[config.mk]
export PLATFORM = sky130hd
export DESIGN_NAME = axi_lite_mem_master
export DESIGN_NICKNAME = d
export VERILOG_FILES = /design/src/rtl/axi_lite_mem_master.sv
export SDC_FILE = /design/constraint.sdc
export NUM_CORES = 1
export LEC_CHECK = 0
export BUFFER_PORTS_ARGS = -buffer_cell sky130_fd_sc_hd__buf_2
export CORE_AREA = 4 4 117 119
export DETAILED_ROUTE_END_ITERATION = 12
export DIE_AREA = 0 0 121 123
export PLACE_DENSITY = 0.87
export SYNTH_ARGS = -nofsm -noshare
export SYNTH_HDL_FRONTEND = slang
export SYNTH_SLANG_ARGS = --single-unit
[constraint.sdc]
create_clock -name clk -period 6.05 [get_ports clk]
set_input_delay 1.815 -clock clk [delete_from_list [all_inputs] [get_ports clk]]
set_output_delay 1.815 -clock clk [all_outputs]
set_load 0.005 [all_outputs]
[src/rtl/axi_lite_mem_master.sv]
// Single-outstanding core request port to AXI4-Lite master bridge with a fixed base address.
// Optional build macro MISALIGN_CHECK_EN rejects misaligned accesses locally without bus traffic.
module axi_lite_mem_master #(
   parameter logic [31:0] BASE_ADDR = 32'h0000_1000,
   parameter logic [2:0]  PROT      = 3'b000
) (
   input  logic        clk,
   input  logic        rst,
   input  logic        req_valid,
   output logic        req_ready,
   input  logic        req_we,
   input  logic [31:0] req_addr,
   input  logic [31:0] req_wdata,
   input  logic [3:0]  req_wstrb,
   output logic        resp_valid,
   output logic [31:0] resp_rdata,
   output logic        resp_err,
   output logic [31:0] axi_araddr,
   output logic        axi_arvalid,
   input  logic        axi_arready,
   output logic [2:0]  axi_arprot,
   input  logic [31:0] axi_rdata,
   input  logic [1:0]  axi_rresp,
   input  logic        axi_rvalid,
   output logic        axi_rready,
   output logic [31:0] axi_awaddr,
   output logic        axi_awvalid,
   input  logic        axi_awready,
   output logic [2:0]  axi_awprot,
   output logic [31:0] axi_wdata,
   output logic [3:0]  axi_wstrb,
   output logic        axi_wvalid,
   input  logic        axi_wready,
   input  logic [1:0]  axi_bresp,
   input  logic        axi_bvalid,
   output logic        axi_bready
);

   typedef enum logic [2:0] {
      IDLE, RD_ADDR, RD_DATA, WR_ADDR, WR_RESP, ERR_RESP
   } state_t;

   state_t      state_q, state_d;
   logic        req_ready_q, req_ready_d;
   logic [31:0] araddr_q, araddr_d;
   logic        arvalid_q, arvalid_d;
   logic        rready_q, rready_d;
   logic [31:0] awaddr_q, awaddr_d;
   logic        awvalid_q, awvalid_d;
   logic [31:0] wdata_q, wdata_d;
   logic [3:0]  wstrb_q, wstrb_d;
   logic        wvalid_q, wvalid_d;
   logic        bready_q, bready_d;
   logic        aw_done_q, aw_done_d;
   logic        w_done_q, w_done_d;
   logic        resp_valid_q, resp_valid_d;
   logic [31:0] resp_rdata_q, resp_rdata_d;
   logic        resp_err_q, resp_err_d;

   logic        misalign_c;
   logic        aw_now_c, w_now_c;

`ifdef MISALIGN_CHECK_EN
   // Strobes below the byte offset would spill outside the addressed word lane.
   logic [3:0] low_mask_c;
   assign low_mask_c = 4'((4'd1 << req_addr[1:0]) - 4'd1);
   assign misalign_c = (req_addr[1:0] != 2'd0) &&
                       (!req_we || ((req_wstrb & low_mask_c) != 4'd0));
`else
   assign misalign_c = 1'b0;
`endif

   assign aw_now_c = aw_done_q || (awvalid_q && axi_awready);
   assign w_now_c  = w_done_q  || (wvalid_q  && axi_wready);

   always_ff @(posedge clk or posedge rst) begin
      if (rst) begin
         state_q      <= IDLE;
         req_ready_q  <= 1'b1;
         araddr_q     <= '0;
         arvalid_q    <= 1'b0;
         rready_q     <= 1'b0;
         awaddr_q     <= '0;
         awvalid_q    <= 1'b0;
         wdata_q      <= '0;
         wstrb_q      <= '0;
         wvalid_q     <= 1'b0;
         bready_q     <= 1'b0;
         aw_done_q    <= 1'b0;
         w_done_q     <= 1'b0;
         resp_valid_q <= 1'b0;
         resp_rdata_q <= '0;
         resp_err_q   <= 1'b0;
      end else begin
         state_q      <= state_d;
         req_ready_q  <= req_ready_d;
         araddr_q     <= araddr_d;
         arvalid_q    <= arvalid_d;
         rready_q     <= rready_d;
         awaddr_q     <= awaddr_d;
         awvalid_q    <= awvalid_d;
         wdata_q      <= wdata_d;
         wstrb_q      <= wstrb_d;
         wvalid_q     <= wvalid_d;
         bready_q     <= bready_d;
         aw_done_q    <= aw_done_d;
         w_done_q     <= w_done_d;
         resp_valid_q <= resp_valid_d;
         resp_rdata_q <= resp_rdata_d;
         resp_err_q   <= resp_err_d;
      end
   end

   always_comb begin
      state_d      = state_q;
      req_ready_d  = req_ready_q;
      araddr_d     = araddr_q;
      arvalid_d    = arvalid_q;
      rready_d     = rready_q;
      awaddr_d     = awaddr_q;
      awvalid_d    = awvalid_q;
      wdata_d      = wdata_q;
      wstrb_d      = wstrb_q;
      wvalid_d     = wvalid_q;
      bready_d     = bready_q;
      aw_done_d    = aw_done_q;
      w_done_d     = w_done_q;
      resp_valid_d = 1'b0;
      resp_rdata_d = resp_rdata_q;
      resp_err_d   = resp_err_q;

      case (state_q)
         IDLE: begin
            if (req_valid && req_ready_q) begin
               req_ready_d = 1'b0;
               if (misalign_c) begin
                  state_d = ERR_RESP;
               end else if (req_we) begin
                  state_d   = WR_ADDR;
                  awaddr_d  = req_addr + BASE_ADDR;
                  wdata_d   = req_wdata;
                  wstrb_d   = req_wstrb;
                  awvalid_d = 1'b1;
                  wvalid_d  = 1'b1;
                  aw_done_d = 1'b0;
                  w_done_d  = 1'b0;
               end else begin
                  state_d   = RD_ADDR;
                  araddr_d  = req_addr + BASE_ADDR;
                  arvalid_d = 1'b1;
               end
            end
         end
         RD_ADDR: begin
            if (axi_arready) begin
               arvalid_d = 1'b0;
               rready_d  = 1'b1;
               state_d   = RD_DATA;
            end
         end
         RD_DATA: begin
            if (axi_rvalid) begin
               rready_d     = 1'b0;
               resp_rdata_d = axi_rdata;
               resp_err_d   = (axi_rresp != 2'b00);
               resp_valid_d = 1'b1;
               req_ready_d  = 1'b1;
               state_d      = IDLE;
            end
         end
         WR_ADDR: begin
            // Each channel retires independently; move on once both have.
            if (awvalid_q && axi_awready) begin
               awvalid_d = 1'b0;
               aw_done_d = 1'b1;
            end
            if (wvalid_q && axi_wready) begin
               wvalid_d = 1'b0;
               w_done_d = 1'b1;
            end
            if (aw_now_c && w_now_c) begin
               aw_done_d = 1'b0;
               w_done_d  = 1'b0;
               bready_d  = 1'b1;
               state_d   = WR_RESP;
            end
         end
         WR_RESP: begin
            if (axi_bvalid) begin
               bready_d     = 1'b0;
               resp_err_d   = (axi_bresp != 2'b00);
               resp_valid_d = 1'b1;
               req_ready_d  = 1'b1;
               state_d      = IDLE;
            end
         end
         ERR_RESP: begin
            resp_err_d   = 1'b1;
            resp_valid_d = 1'b1;
            req_ready_d  = 1'b1;
            state_d      = IDLE;
         end
         default: state_d = IDLE;
      endcase
   end

   assign req_ready   = req_ready_q;
   assign resp_valid  = resp_valid_q;
   assign resp_rdata  = resp_rdata_q;
   assign resp_err    = resp_err_q;
   assign axi_araddr  = araddr_q;
   assign axi_arvalid = arvalid_q;
   assign axi_arprot  = PROT;
   assign axi_rready  = rready_q;
   assign axi_awaddr  = awaddr_q;
   assign axi_awvalid = awvalid_q;
   assign axi_awprot  = PROT;
   assign axi_wdata   = wdata_q;
   assign axi_wstrb   = wstrb_q;
   assign axi_wvalid  = wvalid_q;
   assign axi_bready  = bready_q;

endmodule

==> results.py <==
metrics = {
    "status": {
        "status": "finished, final reports clean",
    },
    "floorplan": {
        "rows": 41,
        "chipHeight_um": 123,
        "die_width_um": 121,
        "ios": 259,
        "initial_core_util_pct": 47.69,
        "core-area_sq_mm": 0.01257,
        "fp.dieArea_sq_mm": 0.01488,
    },
    "drt": {
        "wirelength_mm": 16.03,
        "wl_met3_mm": 1.497,
        "drtIter0Drc": 304,
        "routed.top_layer": "met4",
        "ant_nets": 0,
        "via_per_inst": 5.024,
        "num_vias": 5155,
        "wl_per_cell_um": 15.62,
        "wl_met1_mm": 6.148,
        "drt_pre_antenna_iters": 5,
        "drc_errors": 0,
        "dr_wl_met2_mm": 7.953,
    },
    "yosys": {
        "ys_seq_area_share_pct": 60.56,
        "ys.flop_type": "dfrtp_1",
        "avgSynthCellArea_sq_um": 10.04,
        "synth_edf_count": 0,
        "synthesis.area_sq_mm": 0.005993,
        "synth-seq-cells": 145,
        "synth_cell_types": 42,
        "synth_cells": 597,
        "ys_async_sr_fraction_pct": 100.0,
        "yosys_warnings": 0,
    },
    "global_routing": {
        "grt_usage_pct": 21.77,
        "antenna_found_initial": 1,
        "grt_pass1_wl_mm": 25.32,
        "grt_pass1_vias": 5207,
        "grt_max_degree": 83,
        "overflow": 0,
    },
    "power_and_ir_drop": {
        "power_uw": 3932,
        "p_switching_uw": 1277,
        "pwr-share-comb_pct": 31.6,
        "peakVddDrop_mv": 0.2854,
        "seqPwrFrac_pct": 43.0,
        "powerDensity_mw_per_mm2": 495.5,
        "leakagePower_uw": 0.004190,
        "pwr-share-clk_pct": 25.4,
        "internal_power_uw": 2655,
        "swShare_pct": 32.47,
    },
    "worst_setup_path": {
        "arrival_ns": 3.44,
        "cp_max_fo": 60,
        "cp.required_ns": 6.34,
        "cpMaxStageDelayCell": "and3_2",
        "max_stage_delay_ns": 0.97,
        "critPathBufInv": 1,
        "crit_family": "simple AND/OR/NAND/NOR gates",
        "start_kind": "input pin",
        "crit_type": "input pin to register",
        "crit_path_cell_trace": "buf_2 -> and3b_1 -> and3_2 -> a31o_2 -> nor2_1",
        "rr_worst_depth": 4,
        "crit_path_end_kind": "register",
        "crit_cells": 5,
    },
    "cts": {
        "cts_resized": 0,
        "h-tree-depth": 4,
        "cts.path.max_buffers": 2,
        "cts_buffers": 17,
        "clk_pin_slew_ns": 0.06,
        "cts_sinks": 145,
        "cts_root_buf": "clkbuf_16",
        "clk_latency_ns": 0.41,
        "cts_hold_buf": 0,
        "tritoncts": "built",
        "postCtsSetupBuffers": 0,
    },
    "final_layout": {
        "drive_above_1_share_pct": 38.69,
        "nets": 954,
        "final_util_pct": 63.14,
        "syn2layout_area_growth_pct": 32.40,
        "fin_cells": 1026,
    },
    "placed_design": {
        "placedCellCount": 993,
        "portBuffers": 252,
        "place_hpwl_mm": 11.40,
        "dp_slack_ns": 2.454,
        "place_congestion": 0.8012,
    },
    "timing": {
        "tns_ns": 0,
        "finalSetupViolCount": 0,
        "fmax_ghz": 0.3175,
        "final.setup.worst_slack_ns": 2.900,
        "rsz0062_at_grt": "false",
        "slew_headroom_pct": 16.12,
        "fin_worst_skew_ns": 0.003854,
        "fin_crit_sh_pct": 52.06,
        "worst_pin_slew_ns": 1.247,
        "maxSlewViolCount": 0,
        "hold_viol_final": 0,
        "finalCriticalPeriod_ns": 3.150,
    },
    "min_path": {
        "worstHoldPathCells": 2,
        "hold_class": "register to register",
    },
    "job": {
        "drv_cap": 0,
    },
}
==> flip-flops by register name (all words and copies together) (netlist names), 3 cells and up <==
name and flops:
axi_araddr 32, resp_rdata 32, axi_wstrb 4, state_q 3, axi_awaddr 32, axi_wdata 32
==> power groups by stage <==
stage,combinational [uW],sequential [uW],clock [uW]
after floorplan,591,1710,0
after global placement,1210,1680,0
after detailed placement,1260,1700,0
after CTS,1270,1690,1020
after global routing,1410,1750,1070
final,1240,1690,998
==> final timing paths <==
kind | from | end | slack (ns)
worst max-delay path | req_valid | w_done_q | 2.90
worst min-delay path | axi_wdata[29] | axi_wdata[29] | 0.47
worst max register to register | state_q[1] | w_done_q | 3.70
worst min register to register | axi_wdata[29] | axi_wdata[29] | 0.47
max in group asynchronous | rst | axi_awaddr[30] | 3.53
min in group asynchronous | rst | axi_wdata[13] | 1.47
==> layout make-up <==
| cell class | count | area [sq um] |
|---|---|---|
| Antenna cell | 1 | 2.502 |
| Clock buffer | 22 | 454.2 |
| Clock inverter | 10 | 111.4 |
| Fill cell | 1036 | 4633 |
| Inverter | 7 | 31.28 |
| Multi-Input combinational cell | 413 | 2200 |
| Sequential cell | 145 | 3630 |
| Tap cell | 172 | 215.2 |
| Timing Repair Buffer | 256 | 1291 |
==> cell usage after synthesis (all sizes together), types with 2 or more instances <==
cell type | n | area, sq um
a211o | 6 | 52.55
nand3 | 15 | 87.59
a31oi | 3 | 18.77
nand2 | 230 | 863.3
inv | 7 | 26.28
and3 | 2 | 12.51
a21oi | 11 | 55.05
nand4 | 12 | 75.07
or3 | 2 | 12.51
buf | 14 | 85.08
o21ai | 29 | 145.1
a211oi | 2 | 15.01
mux2 | 34 | 382.9
o31ai | 2 | 15.01
dfrtp | 144 | 3603
nor4 | 5 | 46.29
a41oi | 2 | 17.52
xnor2 | 12 | 105.1
xor2 | 2 | 17.52
nor3 | 7 | 40.04
clkbuf | 23 | 86.33
nor2b | 2 | 12.51
nor2 | 16 | 60.06
==> logic make-up after synthesis <==
group	Yosys count	synth area share, %
other	1	0.06257
xor gates and xnor gates	14	2.046
muxes	34	6.388
adders and majority gates	1	0.2087
AOI/OAI and AO/OA	59	5.887
and+or+nand+nor	299	21.55
DFF	145	60.56
buffers and inverters	44	3.299
==> layer usage <==
metal	GRT usage, %	up-vias
met4	9.773	0
met5	0	-
met3	7.411	36
li1	-	2438
met2	36.68	254
met1	25.29	2427
==> metrics by stage <==
stage	hold WS, ns	area [sq um]
after floorplan	0.4669	6012
after global placement	0.4530	7367
after detailed placement	0.4573	7367
after CTS	0.4706	7933
after global routing	0.4879	7935
final	0.4672	7935
==> worst reg2reg max path, delay by kind of cell (launching register included) <==
kind	cells	cell delay [ns]
simple gates	3	1.39
compound gates	1	0.26
flops	1	0.59
==> cell usage in the layout (no fill, tap or decap), drive strengths merged, types with 2 or more instances in the layout <==
cell type	count
clkinvlp	3
o21ai	29
a211oi	2
nor4	5
dfrtp	144
nor2b	2
nor3	7
conb	6
mux2	34
a41oi	2
o31ai	2
nand3	15
bufinv	2
nand2	230
and3	2
nand4	12
clkinv	5
a21oi	11
nor2	16
or3	2
a31oi	3
xnor2	12
buf	256
inv	7
xor2	2
a211o	6
clkbuf	22
No activity file was read; power rests on OpenSTA's default activity.
